### src/rtl/stream_demux_pkg.sv
// Shared types and channel indices for the 1-to-2 stream demultiplexer.
package stream_demux_pkg;

   typedef enum logic {
      ST_IDLE  = 1'b0,
      ST_ROUTE = 1'b1
   } state_e;

   localparam int NUM_CH = 2;
   localparam int CH_Y0  = 0;
   localparam int CH_Y1  = 1;

endpackage

### src/rtl/stream_demux_slot.sv
// One-entry output register with valid/last; can_load tells the producer side
// whether a beat may be written this cycle (empty, or draining in the same cycle).
module stream_demux_slot #(
   parameter int WIDTH = 1
) (
   input  logic             clk,
   input  logic             rst_n,
   input  logic             load,
   input  logic [WIDTH-1:0] d,
   input  logic             d_last,
   output logic [WIDTH-1:0] q,
   output logic             q_valid,
   output logic             q_last,
   input  logic             q_ready,
   output logic             can_load
);

   assign can_load = !q_valid || q_ready;

   // load wins over drain, so a simultaneous drain+load keeps the slot full
   always_ff @(posedge clk or negedge rst_n) begin
      if (!rst_n) begin
         q       <= '0;
         q_valid <= 1'b0;
         q_last  <= 1'b0;
      end else if (load) begin
         q       <= d;
         q_last  <= d_last;
         q_valid <= 1'b1;
      end else if (q_valid && q_ready) begin
         q_valid <= 1'b0;
      end
   end

endmodule

### src/rtl/stream_demux.sv
// Registered 1-to-2 stream demux: select sampled on a packet's first beat and
// locked until its last beat. Optional beat counters under STREAM_DEMUX_STATS_EN.
module stream_demux
   import stream_demux_pkg::*;
#(
   parameter int WIDTH = 1
`ifdef STREAM_DEMUX_STATS_EN
   ,parameter int CNT_W = 16
`endif
) (
   input  logic             clk,
   input  logic             rst_n,
   input  logic [WIDTH-1:0] a,
   input  logic             a_valid,
   input  logic             a_last,
   output logic             a_ready,
   input  logic             s,
   output logic [WIDTH-1:0] y0,
   output logic             y0_valid,
   output logic             y0_last,
   input  logic             y0_ready,
   output logic [WIDTH-1:0] y1,
   output logic             y1_valid,
   output logic             y1_last,
   input  logic             y1_ready,
   output logic             busy
`ifdef STREAM_DEMUX_STATS_EN
   ,output logic [CNT_W-1:0] cnt0
   ,output logic [CNT_W-1:0] cnt1
`endif
);

   state_e                         state_q, state_d;
   logic                           sel_q, sel_d;
   logic                           target;
   logic                           accept;
   logic [NUM_CH-1:0]              load;
   logic [NUM_CH-1:0]              can_load;
   logic [NUM_CH-1:0]              yv;
   logic [NUM_CH-1:0]              yl;
   logic [NUM_CH-1:0]              yr;
   logic [NUM_CH-1:0][WIDTH-1:0]   yd;

   // only the target channel gates a_ready; the other channel never stalls input
   assign target        = (state_q == ST_IDLE) ? s : sel_q;
   assign a_ready       = can_load[target];
   assign accept        = a_valid && a_ready;
   assign load[CH_Y0]   = accept && !target;
   assign load[CH_Y1]   = accept && target;
   assign yr[CH_Y0]     = y0_ready;
   assign yr[CH_Y1]     = y1_ready;
   assign busy          = (state_q == ST_ROUTE);

   always_ff @(posedge clk or negedge rst_n) begin
      if (!rst_n) begin
         state_q <= ST_IDLE;
         sel_q   <= 1'b0;
      end else begin
         state_q <= state_d;
         sel_q   <= sel_d;
      end
   end

   always_comb begin
      state_d = state_q;
      sel_d   = sel_q;
      case (state_q)
         ST_IDLE: begin
            if (accept && !a_last) begin
               state_d = ST_ROUTE;
               sel_d   = s;
            end
         end
         ST_ROUTE: begin
            if (accept && a_last) state_d = ST_IDLE;
         end
         default: state_d = ST_IDLE;
      endcase
   end

   for (genvar k = 0; k < NUM_CH; k++) begin : g_slot
      stream_demux_slot #(.WIDTH(WIDTH)) u_slot (
         .clk      (clk),
         .rst_n    (rst_n),
         .load     (load[k]),
         .d        (a),
         .d_last   (a_last),
         .q        (yd[k]),
         .q_valid  (yv[k]),
         .q_last   (yl[k]),
         .q_ready  (yr[k]),
         .can_load (can_load[k])
      );
   end

   assign y0       = yd[CH_Y0];
   assign y0_valid = yv[CH_Y0];
   assign y0_last  = yl[CH_Y0];
   assign y1       = yd[CH_Y1];
   assign y1_valid = yv[CH_Y1];
   assign y1_last  = yl[CH_Y1];

`ifdef STREAM_DEMUX_STATS_EN
   logic [NUM_CH-1:0][CNT_W-1:0] cnt_q;

   // saturating: stick at all-ones rather than wrap
   always_ff @(posedge clk or negedge rst_n) begin
      if (!rst_n) begin
         cnt_q <= '0;
      end else begin
         for (int k = 0; k < NUM_CH; k++) begin
            if (yv[k] && yr[k] && (cnt_q[k] != {CNT_W{1'b1}}))
               cnt_q[k] <= cnt_q[k] + CNT_W'(1);
         end
      end
   end

   assign cnt0 = cnt_q[CH_Y0];
   assign cnt1 = cnt_q[CH_Y1];
`endif

endmodule

### config.mk
export PLATFORM = sky130hd
export DESIGN_NAME = stream_demux
export DESIGN_NICKNAME = d
export VERILOG_FILES = /design/src/rtl/stream_demux_pkg.sv /design/src/rtl/stream_demux_slot.sv /design/src/rtl/stream_demux.sv
export SDC_FILE = /design/constraint.sdc
export NUM_CORES = 1
export LEC_CHECK = 0
export BUFFER_PORTS_ARGS = -buffer_cell sky130_fd_sc_hd__buf_2
export CAP_MARGIN = 20
export CORE_AREA = 2 2 39 41
export CTS_BUF_LIST = sky130_fd_sc_hd__clkbuf_8
export CTS_CLUSTER_SIZE = 24
export DETAILED_ROUTE_END_ITERATION = 8
export DIE_AREA = 0 0 41 43
export PLACE_DENSITY = 0.57
export SLEW_MARGIN = 25
export SYNTH_ARGS = -nofsm -noshare
export SYNTH_HDL_FRONTEND = slang
export SYNTH_SLANG_ARGS = --single-unit
### constraint.sdc
create_clock -name clk -period 2.53 [get_ports clk]
set_clock_uncertainty 0.05 [all_clocks]
set_input_delay 0.3795 -clock clk [delete_from_list [all_inputs] [get_ports clk]]
set_output_delay 0.3795 -clock clk [all_outputs]
set_load 0.01 [all_outputs]
# --- Word-level counts from Yosys, hierarchy flattened ---
# Cells that the tools add are included.
classes:
  order_cmp: 1
  n_mux: 10
  bitwise: 1
  reduce_logical: 16
op_table:
  columns: ["op", "count"]
  rows:
  - ["1-bit two-way mux", 9]
  - ["1-bit logical AND", 7]
  - ["1-bit logical NOT", 4]
  - ["2-bit nonzero test", 2]
  - ["1-bit logical OR", 2]
  - ["1-bit by 2-bit < comparator with 1-bit output, second input constant", 1]
  - ["1-bit one-hot mux with 2 select lines", 1]
  - ["2-bit AND reduction", 1]
  - ["1-bit NOT", 1]
word_totals:
  ff_bits: 8
  input_bits: 8
  elab_cells: 36

# --- Depth between registers and ports, before layout ---
depth:
  ltp_word: 8
  depth_mapped: 4
  ltp_nobuf: 4

# --- Cells and area by module ---
# A second synthesis with hierarchy kept.
hier_totals:
  hier_cells: 29
  area_unflattened_um2: 374.1
by_module_without_submodules:
  columns: ["module", "n_inst", "cells_per_inst", "area_per_inst_um2", "seq_area_each_um2"]
  rows:
  - ["stream_demux_slot", 2, 7, 112.6, 75.1]
  - ["stream_demux", 1, 15, 148.9, 50.0]

# --- Worst setup path before layout ---
# No wires, ideal clock.
synth_timing:
  kind: "reg-to-reg"
  start: "reg with a tool-made name"
  end: "reg sel_q"
  setup_ns: 0.128
  arrival_ns: 1.436
  required_time_ns: 2.352
  setup_slack_ns: 0.916
  stages_incl_launch_ff: 5
  path_buffers: 0
  period_less_slack_ns: 1.614
  cell_sequence: "dfrtp_1 -> mux2i_1 -> nand3_2 -> a211oi_2 -> mux2_1"
synth_rtl:
  columns: ["item", "line", "source"]
  rows:
  - ["end signal, assigned", "stream_demux.sv:60", "sel_q <= sel_d;"]
  - ["end, declared", "stream_demux.sv:34", "logic sel_q, sel_d;"]

==> results.json <==
{
  "status": "finished clean",
  "io_pins": 16,
  "grt-ovfl-total": 0,
  "holdPathEnd": "sel_q",
  "areaGrowthSynthToFinish_pct": 41.3,
  "whs_ns": 0.338,
  "arrival_ns": 1.50,
  "route.detailed.wl_per_inst_um": 11.1,
  "synth_ff_type": "dfrtp_1",
  "cp_max_fo": 4,
  "rows": 14,
  "cts.sinks": 8,
  "slew_headroom_pct": 78.1,
  "grt_pass1_wl_um": 986,
  "tightestPinTransition_ns": 0.319,
  "ys_types": 11,
  "drcViolationCount": 0,
  "yosysSeqAreaShare_pct": 56.5,
  "final_core_util_pct": 36.2,
  "drtAntennaViolNets": 0,
  "fin_tns_setup_ns": 0,
  "clkPwrFrac_pct": 25.3,
  "htreeDepth": 1,
  "first_iter_violations": 1,
  "drive_gt1_share_pct": 62.8,
  "hold_viol": 0,
  "n_antenna_cell": 0,
  "fp.dieW_um": 41,
  "grt_pass1_vias": 226,
  "synth_edf_count": 0,
  "hp-class": "in2reg",
  "die_area_sq_um": 1760,
  "critPathKind": "reg2out",
  "sequentialPowerShare_pct": 37.5,
  "start_kind": "flip-flop",
  "grt.total_usage_pct": 8.83,
  "drv_cap": 0,
  "p_per_area_nw_per_um2": 1180,
  "start_util_pct": 25.6,
  "clk_latency_ns": 0.22,
  "drt_first_pass_iters": 2,
  "synth_fp_nets": 32,
  "period_needed_ns": 1.93,
  "dieHeight_um": 43,
  "grt_max_degree": 9,
  "yosysTopAreaCell": "dfrtp_1",
  "finalNetCount": 53,
  "p_leak_nw": 0.246,
  "power_mw": 0.592,
  "ys_top_cells_by_area": "dfrtp_1 (57%), mux2_2 (16%), nand3b_4 (5.7%), a211oi_2 (3.5%), nand2b_1 (3.5%)",
  "core-area_sq_um": 1380,
  "ir_worst_vdd_mv": 0.499,
  "timing.final.max_slew_violations": 0,
  "grt_setup_unrepaired": "no",
  "yosysMostFrequentCell": "dfrtp_1",
  "reg2regPathDepth": 4,
  "fmax_mhz": 519,
  "cts-root-buf": "clkbuf_8",
  "required_ns": 2.10,
  "hold-path-cell-count": 2,
  "min_from": "s",
  "p_switching_mw": 0.183,
  "numCtsBuffers": 3,
  "gp_congestion": 0.586,
  "clk_pin_slew_worst_paths_ns": 0.04,
  "post_drt_via_cell_ratio": 4.58,
  "cts_tree": "built",
  "port-buffer-count": 15,
  "synth_common_cells": "dfrtp_1 (8), mux2_2 (5), nand2_1 (2), nand2b_1 (2)",
  "wl_um": 657,
  "netlist_instances": 24,
  "syn_area_sq_um": 354,
  "swShare_pct": 31.0,
  "cts_buffer_depth": 2,
  "reg2reg_to": "sel_q",
  "finalCritPeriodShare_pct": 76.1,
  "ys_async_sr_fraction_pct": 100,
  "antenna_found_initial": 0,
  "ys.warnings.count": 0,
  "regToRegSetupSlack_ns": 0.82,
  "synth-seq-cells": 8,
  "syn_area_per_cell_sq_um": 14.8,
  "intPower_mw": 0.409,
  "vias": 270,
  "critPathCaptureType": "output port",
  "pwr-share-comb_pct": 37.1,
  "yosys.area.top_type_share_pct": 56.5,
  "finalSetupViolations": 0,
  "cts-resized-gates": 0,
  "place_hpwl_um": 505,
  "fillers": 147
}
worst max-delay path by stage:
stage,from,to,slack (ns),cells after the start
after floorplan,flip-flop,sel_q,0.92,4
after global placement,flip-flop,a_ready,0.83,3
after detailed placement,flip-flop,sel_q,0.84,4
after CTS,flip-flop,a_ready,0.59,3
after global routing,flip-flop,a_ready,0.53,3
final,flip-flop,a_ready,0.60,3
critical path, stage by stage (launching register included):
cell and delay, ns:
dfrtp_1 0.41, mux2i_1 0.35, mux2_2 0.37, buf_2 0.14
cells by family after synthesis:
kind of cell     synth area share, %
multiplexers                    21.9
AND/OR/NAND/NOR                 14.1
flip-flops                      56.5
AO/OA/AOI/OAI                   7.42
through the flow:
| step | cell area, sq um | setup WS, ns | std cells |
|---|---|---|---|
| after detailed placement | 449 | 0.840 | 55 |
| after global placement | 449 | 0.834 | 55 |
| after global routing | 500 | 0.534 | 59 |
| after floorplan | 354 | 0.916 | 24 |
| final | 500 | 0.604 | 59 |
| after CTS | 500 | 0.589 | 59 |
power by group through the flow:
stage | registers [mW] | logic, mW | clock network (mW)
4_1_cts | 0.223 | 0.223 | 0.156
6_report | 0.222 | 0.220 | 0.150
5_1_grt | 0.230 | 0.241 | 0.161
3_5_place_dp | 0.225 | 0.221 | 0
3_3_place_gp | 0.223 | 0.218 | 0
2_1_floorplan | 0.249 | 0.113 | 0
cells in the final DEF, fill, tap and decap left out:
cell type,n
a21oi_1,1
dlygate4sd3_1,1
buf_2,15
a211oi_2,1
mux2i_1,1
a31o_2,1
dfrtp_1,8
mux2_1,1
nand3b_4,1
mux2_2,5
clkbuf_8,3
nand2_1,2
nand2b_1,2
nand3_2,1
final cells by class:
cell class / instances / area, sq um / area share (%)
Sequential cell: 8 / 200 / 40.0
Tap cell: 16 / 20.0 / 4.00
Timing Repair Buffer: 16 / 85.1 / 17.0
Multi-Input combinational cell: 16 / 154 / 30.8
Clock buffer: 3 / 41.3 / 8.25
metal layers:
metal	up-vias	GRT usage, %	share of wire (%)
met5	-	0	0
met4	0	8.00	2.4
met3	2	3.14	11
met2	16	9.06	39
met1	125	13.3	47
li1	127	-	-
repair_timing:
action,4_1_cts,5_1_grt
hold buffers,1,0
endpoints found under the hold margin,8,0
buffers inserted,0,0
Power figures use the tool's default switching activity.
